`config.mk`:
```
export PLATFORM = sky130hd
export DESIGN_NAME = nes_controller_reader
export DESIGN_NICKNAME = d
export VERILOG_FILES = /design/src/rtl/nes_pkg.sv /design/src/rtl/nes_tick_gen.sv /design/src/rtl/nes_controller_reader.sv
export SDC_FILE = /design/constraint.sdc
export NUM_CORES = 1
export LEC_CHECK = 0
export BUFFER_PORTS_ARGS = -buffer_cell sky130_fd_sc_hd__buf_2
export CAP_MARGIN = 0
export CORE_MARGIN = 4
export CORE_UTILIZATION = 56
export DETAILED_ROUTE_END_ITERATION = 8
export PLACE_DENSITY = 0.78
export SETUP_SLACK_MARGIN = 0.05
export SYNTH_ARGS = -nofsm -noshare
export SYNTH_HDL_FRONTEND = slang
export SYNTH_SLANG_ARGS = --single-unit
```
`constraint.sdc`:
```
create_clock -name clk -period 2.79 [get_ports clk]
set_input_delay 0.558 -clock clk [delete_from_list [all_inputs] [get_ports clk]]
set_output_delay 0.558 -clock clk [all_outputs]
set_load 0.005 [all_outputs]
```
`src/rtl/nes_pkg.sv`:
```
// -----------------------------------------------------------------------------
// nes_pkg
// Shared definitions for the NES controller reader: controller bit order,
// serial frame length and the reader FSM state encoding.
// No ports (package).
// -----------------------------------------------------------------------------
package nes_pkg;

    // Bit positions in the button vector; the controller shifts A out first.
    localparam int BTN_A      = 0;
    localparam int BTN_B      = 1;
    localparam int BTN_SELECT = 2;
    localparam int BTN_START  = 3;
    localparam int BTN_UP     = 4;
    localparam int BTN_DOWN   = 5;
    localparam int BTN_LEFT   = 6;
    localparam int BTN_RIGHT  = 7;

    localparam int NES_BITS   = 8;

    typedef enum logic [2:0] {
        IDLE  = 3'd0,
        LATCH = 3'd1,
        LOW   = 3'd2,
        HIGH  = 3'd3,
        DONE  = 3'd4
    } nes_state_e;

endpackage

```
`src/rtl/nes_tick_gen.sv`:
```
// -----------------------------------------------------------------------------
// nes_tick_gen
// Half-period prescaler for the NES serial interface. Counts 0..HALF_PERIOD-1
// and flags the last cycle of each half-period.
//
// Ports:
//   clk    in   system clock
//   rst_n  in   synchronous active-low reset
//   clear  in   restart the count at 0 on the next cycle
//   tick   out  high on the last cycle of a half-period (count = HALF_PERIOD-1)
//
// Parameters:
//   HALF_PERIOD  clk cycles per half-period, legal range 4..1023
// -----------------------------------------------------------------------------
module nes_tick_gen #(
    parameter int HALF_PERIOD = 150
) (
    input  logic clk,
    input  logic rst_n,
    input  logic clear,
    output logic tick
);

    localparam logic [9:0] TERMINAL = 10'(HALF_PERIOD - 1);

    logic [9:0] cnt_q;
    logic [9:0] cnt_d;

    assign tick = (cnt_q == TERMINAL);

    always_comb begin
        cnt_d = cnt_q + 10'd1;
        if (clear || tick) begin
            cnt_d = '0;
        end
    end

    always_ff @(posedge clk) begin
        if (!rst_n) begin
            cnt_q <= '0;
        end else begin
            cnt_q <= cnt_d;
        end
    end

endmodule

```
`src/rtl/nes_controller_reader.sv`:
```
// -----------------------------------------------------------------------------
// nes_controller_reader
// Once per start request, pulses the NES latch, clocks eight serial bits out of
// the controller and presents a registered active-high button vector together
// with the buttons newly pressed since the previous poll.
//
// Ports:
//   clk        in   system clock
//   rst_n      in   synchronous active-low reset
//   start      in   one-cycle poll request (frame_end); honoured only in IDLE
//   nes_data   in   controller serial data, active-low, asynchronous
//   nes_latch  out  latch pulse to controller (2 half-periods)
//   nes_clk    out  shift clock to controller (7 high pulses)
//   buttons    out  {Right,Left,Down,Up,Start,Select,B,A}, active-high, held
//   pressed    out  newly pressed buttons, nonzero only while valid=1
//   valid      out  one-cycle pulse when buttons/pressed are updated
//   busy       out  high while a poll is in progress (LATCH..DONE)
//   present    out  controller-connected flag
//
// Parameters:
//   HALF_PERIOD  clk cycles per half-period tick, legal range 4..1023
//
// Build option:
//   NES_PRESENCE_DETECT_EN  when defined, an all-zero serial frame (line held
//                           low, no controller) clears present and reports
//                           no buttons instead of all buttons pressed.
//
// FSM states:
//   state | meaning
//   IDLE  | lines low, waiting for start
//   LATCH | nes_latch high for two half-periods
//   LOW   | nes_clk low for one half-period; sample bit at its last cycle
//   HIGH  | nes_clk high for one half-period; advance bit index
//   DONE  | one cycle; valid high with the freshly decoded vectors
// -----------------------------------------------------------------------------
module nes_controller_reader
    import nes_pkg::*;
#(
    parameter int HALF_PERIOD = 150
) (
    input  logic                clk,
    input  logic                rst_n,
    input  logic                start,
    input  logic                nes_data,
    output logic                nes_latch,
    output logic                nes_clk,
    output logic [NES_BITS-1:0] buttons,
    output logic [NES_BITS-1:0] pressed,
    output logic                valid,
    output logic                busy,
    output logic                present
);

    localparam logic [2:0] LAST_IDX = 3'(NES_BITS - 1);

    nes_state_e          state_q, state_d;
    logic [2:0]          idx_q, idx_d;
    logic [NES_BITS-1:0] shift_q, shift_d;
    logic [NES_BITS-1:0] shift_next;
    logic                latch_half_q, latch_half_d;
    logic                sync1_q, sync2_q;
    logic                nes_latch_q, nes_latch_d;
    logic                nes_clk_q, nes_clk_d;
    logic [NES_BITS-1:0] buttons_q, buttons_d;
    logic [NES_BITS-1:0] pressed_q, pressed_d;
    logic                valid_q, valid_d;
    logic                tick;
    logic                tick_clr;
`ifdef NES_PRESENCE_DETECT_EN
    logic                present_q, present_d;
`endif

    // The counter is held at 0 in IDLE and restarted on every state change,
    // so each state sees whole half-periods starting from count 0.
    assign tick_clr = (state_q == IDLE) || (state_d != state_q);

    nes_tick_gen #(
        .HALF_PERIOD(HALF_PERIOD)
    ) u_tick_gen (
        .clk  (clk),
        .rst_n(rst_n),
        .clear(tick_clr),
        .tick (tick)
    );

    always_comb begin
        state_d      = state_q;
        idx_d        = idx_q;
        shift_d      = shift_q;
        latch_half_d = latch_half_q;
        buttons_d    = buttons_q;
        pressed_d    = '0;
        valid_d      = 1'b0;
`ifdef NES_PRESENCE_DETECT_EN
        present_d    = present_q;
`endif

        shift_next         = shift_q;
        shift_next[idx_q]  = sync2_q;

        unique case (state_q)
            IDLE: begin
                latch_half_d = 1'b0;
                if (start) begin
                    state_d = LATCH;
                end
            end

            LATCH: begin
                if (tick) begin
                    if (latch_half_q) begin
                        latch_half_d = 1'b0;
                        idx_d        = '0;
                        state_d      = LOW;
                    end else begin
                        latch_half_d = 1'b1;
                    end
                end
            end

            LOW: begin
                if (tick) begin
                    shift_d = shift_next;
                    if (idx_q == LAST_IDX) begin
                        // Decode on the edge into DONE so the registered
                        // vectors and valid are all visible during DONE.
                        state_d = DONE;
                        valid_d = 1'b1;
`ifdef NES_PRESENCE_DETECT_EN
                        if (shift_next == '0) begin
                            present_d = 1'b0;
                            buttons_d = '0;
                            pressed_d = '0;
                        end else begin
                            present_d = 1'b1;
                            buttons_d = ~shift_next;
                            pressed_d = ~shift_next & ~buttons_q;
                        end
`else
                        buttons_d = ~shift_next;
                        pressed_d = ~shift_next & ~buttons_q;
`endif
                    end else begin
                        state_d = HIGH;
                    end
                end
            end

            HIGH: begin
                if (tick) begin
                    idx_d   = idx_q + 3'd1;
                    state_d = LOW;
                end
            end

            DONE: begin
                // A start coinciding with DONE is dropped deliberately.
                idx_d   = '0;
                state_d = IDLE;
            end

            default: begin
                state_d = IDLE;
            end
        endcase

        // Lines are registered from the next state so they stay glitch-free.
        nes_latch_d = (state_d == LATCH);
        nes_clk_d   = (state_d == HIGH);
    end

    always_ff @(posedge clk) begin
        if (!rst_n) begin
            state_q      <= IDLE;
            idx_q        <= '0;
            shift_q      <= '0;
            latch_half_q <= 1'b0;
            sync1_q      <= 1'b1;
            sync2_q      <= 1'b1;
            nes_latch_q  <= 1'b0;
            nes_clk_q    <= 1'b0;
            buttons_q    <= '0;
            pressed_q    <= '0;
            valid_q      <= 1'b0;
`ifdef NES_PRESENCE_DETECT_EN
            present_q    <= 1'b1;
`endif
        end else begin
            state_q      <= state_d;
            idx_q        <= idx_d;
            shift_q      <= shift_d;
            latch_half_q <= latch_half_d;
            sync1_q      <= nes_data;
            sync2_q      <= sync1_q;
            nes_latch_q  <= nes_latch_d;
            nes_clk_q    <= nes_clk_d;
            buttons_q    <= buttons_d;
            pressed_q    <= pressed_d;
            valid_q      <= valid_d;
`ifdef NES_PRESENCE_DETECT_EN
            present_q    <= present_d;
`endif
        end
    end

    assign nes_latch = nes_latch_q;
    assign nes_clk   = nes_clk_q;
    assign buttons   = buttons_q;
    assign pressed   = pressed_q;
    assign valid     = valid_q;
    assign busy      = (state_q != IDLE);
`ifdef NES_PRESENCE_DETECT_EN
    assign present   = present_q;
`else
    assign present   = 1'b1;
`endif

endmodule

```
### Word level (Yosys, flattened, before mapping)

Index checks and enable logic that the tools add are counted.

| cells by class | value |
|---|---|
| bitwise gates (word level) | 4 |
| reductions and logical operators | 14 |
| multiplexer cells | 18 |
| equal/unequal tests | 12 |
| order comparisons | 2 |
| add/subtract/negate cells | 2 |

Operators by type and width:

| operator | number |
|---|---|
| $mux W3 | 9 |
| $not A8 Y8 | 2 |
| $pmux W3 S4 | 1 |
| $add A10 B1 Y10 const B | 1 |
| $eq A10 B8 Y1 const B | 1 |
| $eq A3 B2 Y1 const B | 3 |
| $pmux W3 S3 | 1 |
| $and A8 B8 Y8 | 1 |
| $bwmux W8 | 1 |
| $reduce_and A4 Y1 | 2 |
| $eq A3 B1 Y1 const B | 2 |
| $eq A3 B3 Y1 const B | 2 |
| $reduce_and A3 Y1 | 2 |
| $reduce_bool A3 Y1 | 2 |
| $lt A3 B4 Y1 const B | 1 |
| $mux W1 | 4 |
| $ne A2 B1 Y1 const B | 2 |
| $reduce_and A2 Y1 | 2 |
| $add A3 B1 Y3 const B | 1 |
| $demux W1 S3 | 1 |
| $ge A3 B1 Y1 const B | 1 |
| $logic_not A3 Y1 | 1 |
| $ne A3 B3 Y1 | 1 |
| $logic_or A1 B1 Y1 | 2 |
| other kinds (6) | 6 |

| word-level totals | value |
|---|---|
| output and inout port bits | 21 |
| bits of input ports | 4 |
| logic and storage cells | 64 |
| register bits | 46 |

### Logic depth before layout (Yosys ltp)

Gate-level depths: netlist of the first run.

| logic depth | value |
|---|---|
| word-level depth | 8 |
| mapped depth | 7 |
| gate-level depth less buffers | 6 |

### Hierarchy

A second synthesis of the first run with hierarchy kept.

| second synthesis, totals | value |
|---|---|
| cell total of the unflattened synthesis | 207 |
| area total of the unflattened synthesis | 2120.8 um2 |

Modules (own cells, without submodules):

| module | area each (um2) | sequential area each (um2) | instances | cells each |
|---|---|---|---|---|
| nes_controller_reader | 1651.6 | 720.7 | 1 | 155 |
| nes_tick_gen | 469.2 | 200.2 | 1 | 52 |

### Least setup slack after synthesis of the first run

No wires, ideal clock.

| timing | value |
|---|---|
| path type | register to register |
| start point | reg u_tick_gen.cnt_q[0] |
| end point | reg nes_latch_q, in the netlist nes_latch |
| required time | 2.702 ns |
| buffers on the path | 0 |
| cell stages (with the launch flop) | 6 |
| library setup time | 0.088 ns |
| period minus slack after synthesis | 2.091 ns |
| slack | 0.699 ns |
| data arrival time | 2.003 ns |
| cell sequence | dfxtp_1 -> ha_1 -> or4b_4 -> or3_4 -> o311a_4 -> a311oi_2 |

| on the way | value |
|---|---|
| longest elaborated chain between the ends | 4 |
| elaborated cells between the ends (all ways) | 6 |
| classes of those cells | eq/ne: 2; mux: 4 |

RTL lines:

| element | line | text |
|---|---|---|
| start: declaration | nes_tick_gen.sv:26 | `logic [9:0] cnt_q;` |
| start signal: assignment | nes_tick_gen.sv:42 | `cnt_q <= cnt_d;` |
| $eq A10 B8 Y1 (*) | nes_tick_gen.sv:29 | `assign tick = (cnt_q == TERMINAL);` |
| $mux W3, on equally long branches | nes_controller_reader.sv:150, nes_controller_reader.sv:110, nes_controller_reader.sv:122 |  |
| $pmux W3 S4 (*) | nes_controller_reader.sv:101 | `unique case (state_q)` |
| $eq A3 B1 Y1 (*) | nes_controller_reader.sv:168 | `nes_latch_d = (state_d == LATCH);` |
| end signal: assignment | nes_controller_reader.sv:195 | `nes_latch_q <= nes_latch_d;` |
| end: declaration | nes_controller_reader.sv:62 | `logic nes_latch_q, nes_latch_d;` |

Mark *: on every way between the ends. The rest lies on a longest branch, timed or not.
A chain may end at the register's enable or synchronous reset.

### Worst setup path after layout of the first run

| timing | value |
|---|---|
| start point | reg u_tick_gen.cnt_q[0] |
| end point | reg shift_q[6] |

| on the way | value |
|---|---|
| longest elaborated chain between the ends | 2 |

RTL lines:

| element | line | text |
|---|---|---|
| $eq A10 B8 Y1 | nes_tick_gen.sv:29 |  |
| $reduce_and A2 Y1 (no line) | - |  |
| end signal: assignment | nes_controller_reader.sv:191 | `shift_q <= shift_d;` |
| end: declaration | nes_controller_reader.sv:58 | `logic [NES_BITS-1:0] shift_q, shift_d;` |

No other way between the ends.

==> results of run 1 <==
## final timing paths
kind | startpoint | cells past startpoint | to | slack (ns)
worst max-delay path | u_tick_gen.cnt_q[0] | 5 | shift_q[6] | 0.42
worst min-delay path | nes_data | 2 | sync1_q | 0.38
worst max register to register | u_tick_gen.cnt_q[0] | 5 | shift_q[6] | 0.42
worst min register to register | sync1_q | 1 | sync2_q | 0.44
## per-stage QoR
stage | instances | util | cell area, um2
6_report | 268 | 0.647 | 2180
5_1_grt | 268 | 0.647 | 2180
4_1_cts | 268 | 0.647 | 2180
3_5_place_dp | 260 | 0.623 | 2090
3_3_place_gp | 260 | 0.623 | 2090
2_1_floorplan | 200 | - | 1950
## placed cells by master, fill, tap and decap left out, types with 2 or more instances in the layout
| master | n |
|---|---|
| nand2_1 | 9 |
| nor2_1 | 32 |
| and3_1 | 2 |
| o21ai_0 | 2 |
| nand2b_1 | 5 |
| nor3b_1 | 11 |
| nand4_1 | 2 |
| xnor2_1 | 4 |
| nand3_1 | 8 |
| inv_1 | 2 |
| inv_2 | 3 |
| a211oi_1 | 9 |
| or3_1 | 2 |
| dfxtp_1 | 46 |
| ha_1 | 4 |
| nor2b_1 | 3 |
| nand3b_1 | 3 |
| nor3_1 | 3 |
| xor2_1 | 4 |
| buf_2 | 23 |
| mux2i_1 | 19 |
| or3b_2 | 2 |
| clkbuf_4 | 5 |
## sequential cells by signal (all words and copies together), names as in the netlist
name / flops
buttons: 8
idx_q: 3
latch_half_q: 1
nes_clk: 1
nes_latch: 1
pressed: 8
shift_q: 8
state_q: 3
sync1_q: 1
sync2_q: 1
u_tick_gen.cnt_q: 10
valid: 1
## critical path, cell delays in order (launching register included)
cell	delay, ns
dfxtp_1	0.45
ha_1	0.18
or4b_4	0.52
nor4_4	0.72
nor2_1	0.12
a211oi_1	0.30
## power by group
part / switching [uW] / internal, uW
logic: 24.9 / 17.2
registers: 7.09 / 663
clock network: 217 / 190
total: 249 / 870
## kinds of logic after synthesis
| kind of cell | Yosys count | share of synthesized area |
|---|---|---|
| AOI/OAI and AO/OA | 18 | 0.0795 |
| xor gates and xnor gates | 8 | 0.0359 |
| adders and majority gates | 4 | 0.0256 |
| buffers and inverters | 15 | 0.0321 |
| DFF | 46 | 0.472 |
| muxes | 19 | 0.0974 |
| other | 1 | 0.00192 |
| and+or+nand+nor | 89 | 0.256 |
## layer usage
layer | GRT usage | share of wire
met5 | 0 | 0
met4 | 0.0633 | 0.012
met1 | 0.257 | 0.48
met2 | 0.290 | 0.46
met3 | 0.0573 | 0.048
## layout make-up
| class | count | share of cell area |
|---|---|---|
| Clock buffer | 5 | 0.0173 |
| Tap cell | 46 | 0.0265 |
| Inverter | 5 | 0.00863 |
| Clock inverter | 3 | 0.0201 |
| Multi-Input combinational cell | 139 | 0.448 |
| Timing Repair Buffer | 24 | 0.0564 |
| Sequential cell | 46 | 0.423 |
==> flow_metrics.py, run 1 <==
metrics = {
    "outcome": {
        "outcome": "complete, no violations",
    },
    "floorplanning": {
        "placeableCoreArea_um2": 3360,
        "dieArea_um2": 4490,
        "fp.dieW_um": 67.0,
        "std_cell_rows": 21,
        "chipHeight_um": 67.0,
        "io_pins": 25,
        "start_util": 0.580,
    },
    "worst_setup_path": {
        "arrival_ns": 2.64,
        "worstPathMaxFanout": 16,
        "startpoint_type": "register",
        "cp.required_ns": 3.06,
        "crit_path_end_kind": "register",
        "crit_type": "reg -> reg",
    },
    "clock_network": {
        "ctsResizeCount": 0,
        "cts-buffers-inserted": 5,
        "path_clk_slew_ns": 0.13,
        "cts.sinks": 46,
        "post-cts-setup-buffers": 0,
        "cts_hold_buf": 0,
        "cts_max_level": 2,
        "root_buffer": "clkbuf_4",
        "clock_path_buffers": 2,
        "cts_tree": "done",
        "insertion_delay_ns": 0.36,
    },
    "logic_synthesis": {
        "synth_top_cell_area_share": 0.472,
        "synthArstFlopShare": 0,
        "synth_edf_count": 0,
        "yosysMostFrequentCell": "dfxtp_1",
        "netlist_instances": 200,
        "avgSynthCellArea_um2": 9.76,
        "yosys.area.top_type": "dfxtp_1",
        "synthTopCellsByCount": "dfxtp_1, nor2_1, mux2i_1",
        "ys_ff_latch": 46,
        "yosysSeqAreaShare": 0.472,
        "syn_area_um2": 1950,
        "ys_types": 40,
        "syn_nets": 208,
        "synthTopCellsByArea": "dfxtp_1, mux2i_1, nor2_1, nor3b_1, a211oi_1",
        "synthFlopType": "dfxtp_1",
        "synth_warnings": 0,
    },
    "global_routing": {
        "grt_max_degree": 19,
        "grt_pass1_wl_um": 6490,
        "grt_pass1_vias": 1399,
        "grt_antenna_before_repair": 0,
        "grt_usage": 0.191,
        "grt_overflow": 0,
    },
    "min_path": {
        "hold_path.class": "in -> reg",
    },
    "cells_and_area": {
        "multi_input_area_um2": 975,
        "layout-drive-gt1-share": 0.207,
        "fin_nets": 229,
        "area_growth_pct": 11.5,
        "antenna_cells": 0,
        "fillCellCount": 304,
        "seqCellArea_um2": 921,
    },
    "sta": {
        "post-route-period-util": 0.850,
        "setup_tns_ns": 0,
        "hold-worst-slack_ns": 0.381,
        "fmaxAchievable_mhz": 421,
        "setup_viol": 0,
        "max_slew_margin": 0.483,
        "worst_slack_ns": 0.417,
        "hold_viol": 0,
        "skew_ns": 0.00242,
        "drv_slew": 0,
        "fin_crit_ns": 2.37,
        "worst-slew-pin-transition_ns": 0.770,
        "rsz0062_at_grt": "no",
    },
    "route": {
        "antenna_left": 0,
        "drc": 0,
        "wire_per_inst_um": 14.1,
        "via_per_inst": 5.62,
        "routed_wl_um": 3790,
        "drt_iter0_markers": 95,
        "vias": 1506,
        "first_pass_iters": 4,
    },
    "placement": {
        "routabilityCongestion": 0.853,
        "dp_hpwl_um": 2730,
        "numPortBuffers": 23,
        "dp_slack_ns": 0.514,
    },
    "power_and_ir_drop": {
        "finalPower_uw": 1120,
        "powerDensity_nw_per_um2": 514,
        "vdd_ir_drop_max_v": 0.000359,
        "p_leak_uw": 0.000870,
    },
    "flow_run": {
        "cap_violations": 0,
    },
}
No activity file was read; power rests on OpenSTA's default activity.
==> inputs of run 2 (changes only) <==
--- a/config.mk
+++ b/config.mk
@@ -7,7 +7,7 @@
 export LEC_CHECK = 0
 export BUFFER_PORTS_ARGS = -buffer_cell sky130_fd_sc_hd__buf_2
 export CAP_MARGIN = 0
-export CORE_MARGIN = 4
+export CORE_MARGIN = 3
 export CORE_UTILIZATION = 56
 export DETAILED_ROUTE_END_ITERATION = 8
 export PLACE_DENSITY = 0.78
==> flow_metrics.py, run 2 (synthesis results as in run 1) <==
metrics = {
    "route": {
        "vias": 1449,
        "routed_wl_um": 3670,
        "via_per_inst": 5.45,
        "drt_iter0_markers": 115,
        "first_pass_iters": 4,
        "drc": 0,
        "wire_per_inst_um": 13.8,
        "antenna_left": 0,
    },
    "placement": {
        "numPortBuffers": 23,
        "placed_cells": 258,
        "routabilityCongestion": 0.947,
        "dp_hpwl_um": 2630,
        "dp_slack_ns": 0.461,
        "placed_area_um2": 2090,
    },
    "power_and_ir_drop": {
        "power_frac_comb": 0.038,
        "p_sw_frac": 0.217,
        "p_leak_uw": 0.000863,
        "vdd_ir_drop_max_v": 0.000380,
        "p_int_uw": 869,
        "switching_power_uw": 241,
        "powerDensity_nw_per_um2": 511,
        "seqPwrFrac": 0.604,
        "power_frac_clock": 0.359,
    },
    "cells_and_area": {
        "finalInstanceArea_um2": 2170,
        "area_growth_pct": 11.2,
        "final_cell_mix": "dfxtp_1, nor2_1, buf_2, mux2i_1, nor3b_1",
        "final_common_cell": "dfxtp_1",
        "layout-drive-gt1-share": 0.203,
        "antenna_cells": 0,
        "fin_nets": 229,
        "largest_register_ffs": 10,
        "fin_util": 0.683,
        "top_register": "u_tick_gen.cnt_q",
        "fillCellCount": 268,
        "instances_no_fill": 266,
    },
    "worst_setup_path": {
        "cp_num_cells": 7,
        "path_delay_family": "simple AND/OR/NAND/NOR gates",
        "max_stage_delay_ns": 0.54,
        "crit_path_end_kind": "register",
        "worstPathMaxFanout": 11,
        "worst-path-buf-inv": 1,
        "startpoint_type": "register",
        "arrival_ns": 2.68,
        "rrSetupSlack_ns": 0.38,
        "cp_slowest_cell": "dfxtp_1",
        "crit_chain": "ha_1, ha_1, or4bb_1, nor4_2, buf_4, nand2_2, nor3b_1",
        "crit_type": "reg -> reg",
        "cp.required_ns": 3.06,
        "path_common_cell": "ha_1",
        "r2r_cells": 7,
    },
    "global_routing": {
        "grt_pass1_vias": 1352,
        "top_usage_layer": "met2",
        "grt_usage": 0.198,
        "grt_max_degree": 19,
        "grt_use_met2": 0.291,
        "met3_usage": 0.0555,
        "grt_pass1_wl_um": 6500,
        "grt_use_met1": 0.276,
        "grt_antenna_before_repair": 0,
        "grt_overflow": 0,
    },
    "flow_run": {
        "cap_violations": 0,
    },
    "floorplanning": {
        "std_cell_rows": 20,
        "placeableCoreArea_um2": 3180,
        "dieArea_um2": 4230,
        "io_pins": 25,
        "fp.dieW_um": 65.0,
        "chipHeight_um": 65.0,
        "start_util": 0.614,
    },
    "sta": {
        "max_slew_margin": 0.521,
        "rsz0062_at_grt": "no",
        "drv_slew": 0,
        "fmaxAchievable_mhz": 416,
        "fin_crit_ns": 2.41,
        "hold_viol": 0,
        "worst-slew-pin-transition_ns": 0.713,
        "setup_viol": 0,
        "setup_tns_ns": 0,
        "skew_ns": 0.00725,
        "worst_slack_ns": 0.385,
        "post-route-period-util": 0.862,
    },
    "clock_network": {
        "cts_hold_buf": 0,
        "clock_path_buffers": 2,
        "insertion_delay_ns": 0.36,
        "cts_max_level": 2,
        "root_buffer": "clkbuf_4",
        "cts-buffers-inserted": 5,
        "cts_tree": "done",
        "ctsResizeCount": 0,
        "path_clk_slew_ns": 0.13,
        "post-cts-setup-buffers": 0,
        "cts.sinks": 46,
    },
    "min_path": {
        "hold_path.class": "in -> reg",
        "whs_path_depth": 2,
    },
    "outcome": {
        "outcome": "complete, no violations",
    },
}
[run 2: cell count changes in the layout (fill, tap and decap cells not counted), sizes merged]
cell      change
clkbuf        +1
inv           -1
clkinv        -1
clkinvlp      +1
[run 2: stage by stage]
stage / power, uW / hold slack, ns
after global routing: 1160 / 0.373
after floorplan: 713 / 0.386
after CTS: 1120 / 0.378
final: 1110 / 0.383
after global placement: 724 / 0.400
after detailed placement: 726 / 0.403
[run 2: metal layers]
layer	vias up	routed length [um]
met4	0	57
met3	5	169
met1	682	1850
met2	28	1600
met5	-	0
li1	734	-
[run 2: power groups by stage]
stage	combinational (uW)	sequential, uW	clock (uW)
2_1_floorplan	31.7	682	0
3_3_place_gp	40.9	683	0
3_5_place_dp	41.9	684	0
4_1_cts	42.3	670	405
5_1_grt	47.0	672	441
6_report	42.0	670	398
[run 2: worst register-to-register path: cells and delay by family, from the launching register on]
| family | cells | cell delay (ns) |
|---|---|---|
| DFF | 1 | 0.54 |
| buffers and inverters | 1 | 0.24 |
| adders and majority gates | 2 | 0.41 |
| and+or+nand+nor | 4 | 1.13 |
[run 2: layout make-up]
| type | instances | area (um2) | area share |
|---|---|---|---|
| clock buffer | 6 | 41.3 | 0.0190 |
| clock inverter | 2 | 37.5 | 0.0173 |
| inverter | 5 | 18.8 | 0.00865 |
| multi-input combinational | 139 | 975 | 0.449 |
| sequential | 46 | 921 | 0.424 |
| tap | 44 | 55.1 | 0.0254 |
| timing repair buffer | 24 | 123 | 0.0565 |
[run 2: path summary, 6_finish.rpt]
path / to / start
setup reg to reg: pressed[6] / idx_q[0]
hold / removal: sync1_q / nes_data
setup / recovery: pressed[6] / idx_q[0]
hold reg to reg: sync2_q / sync1_q
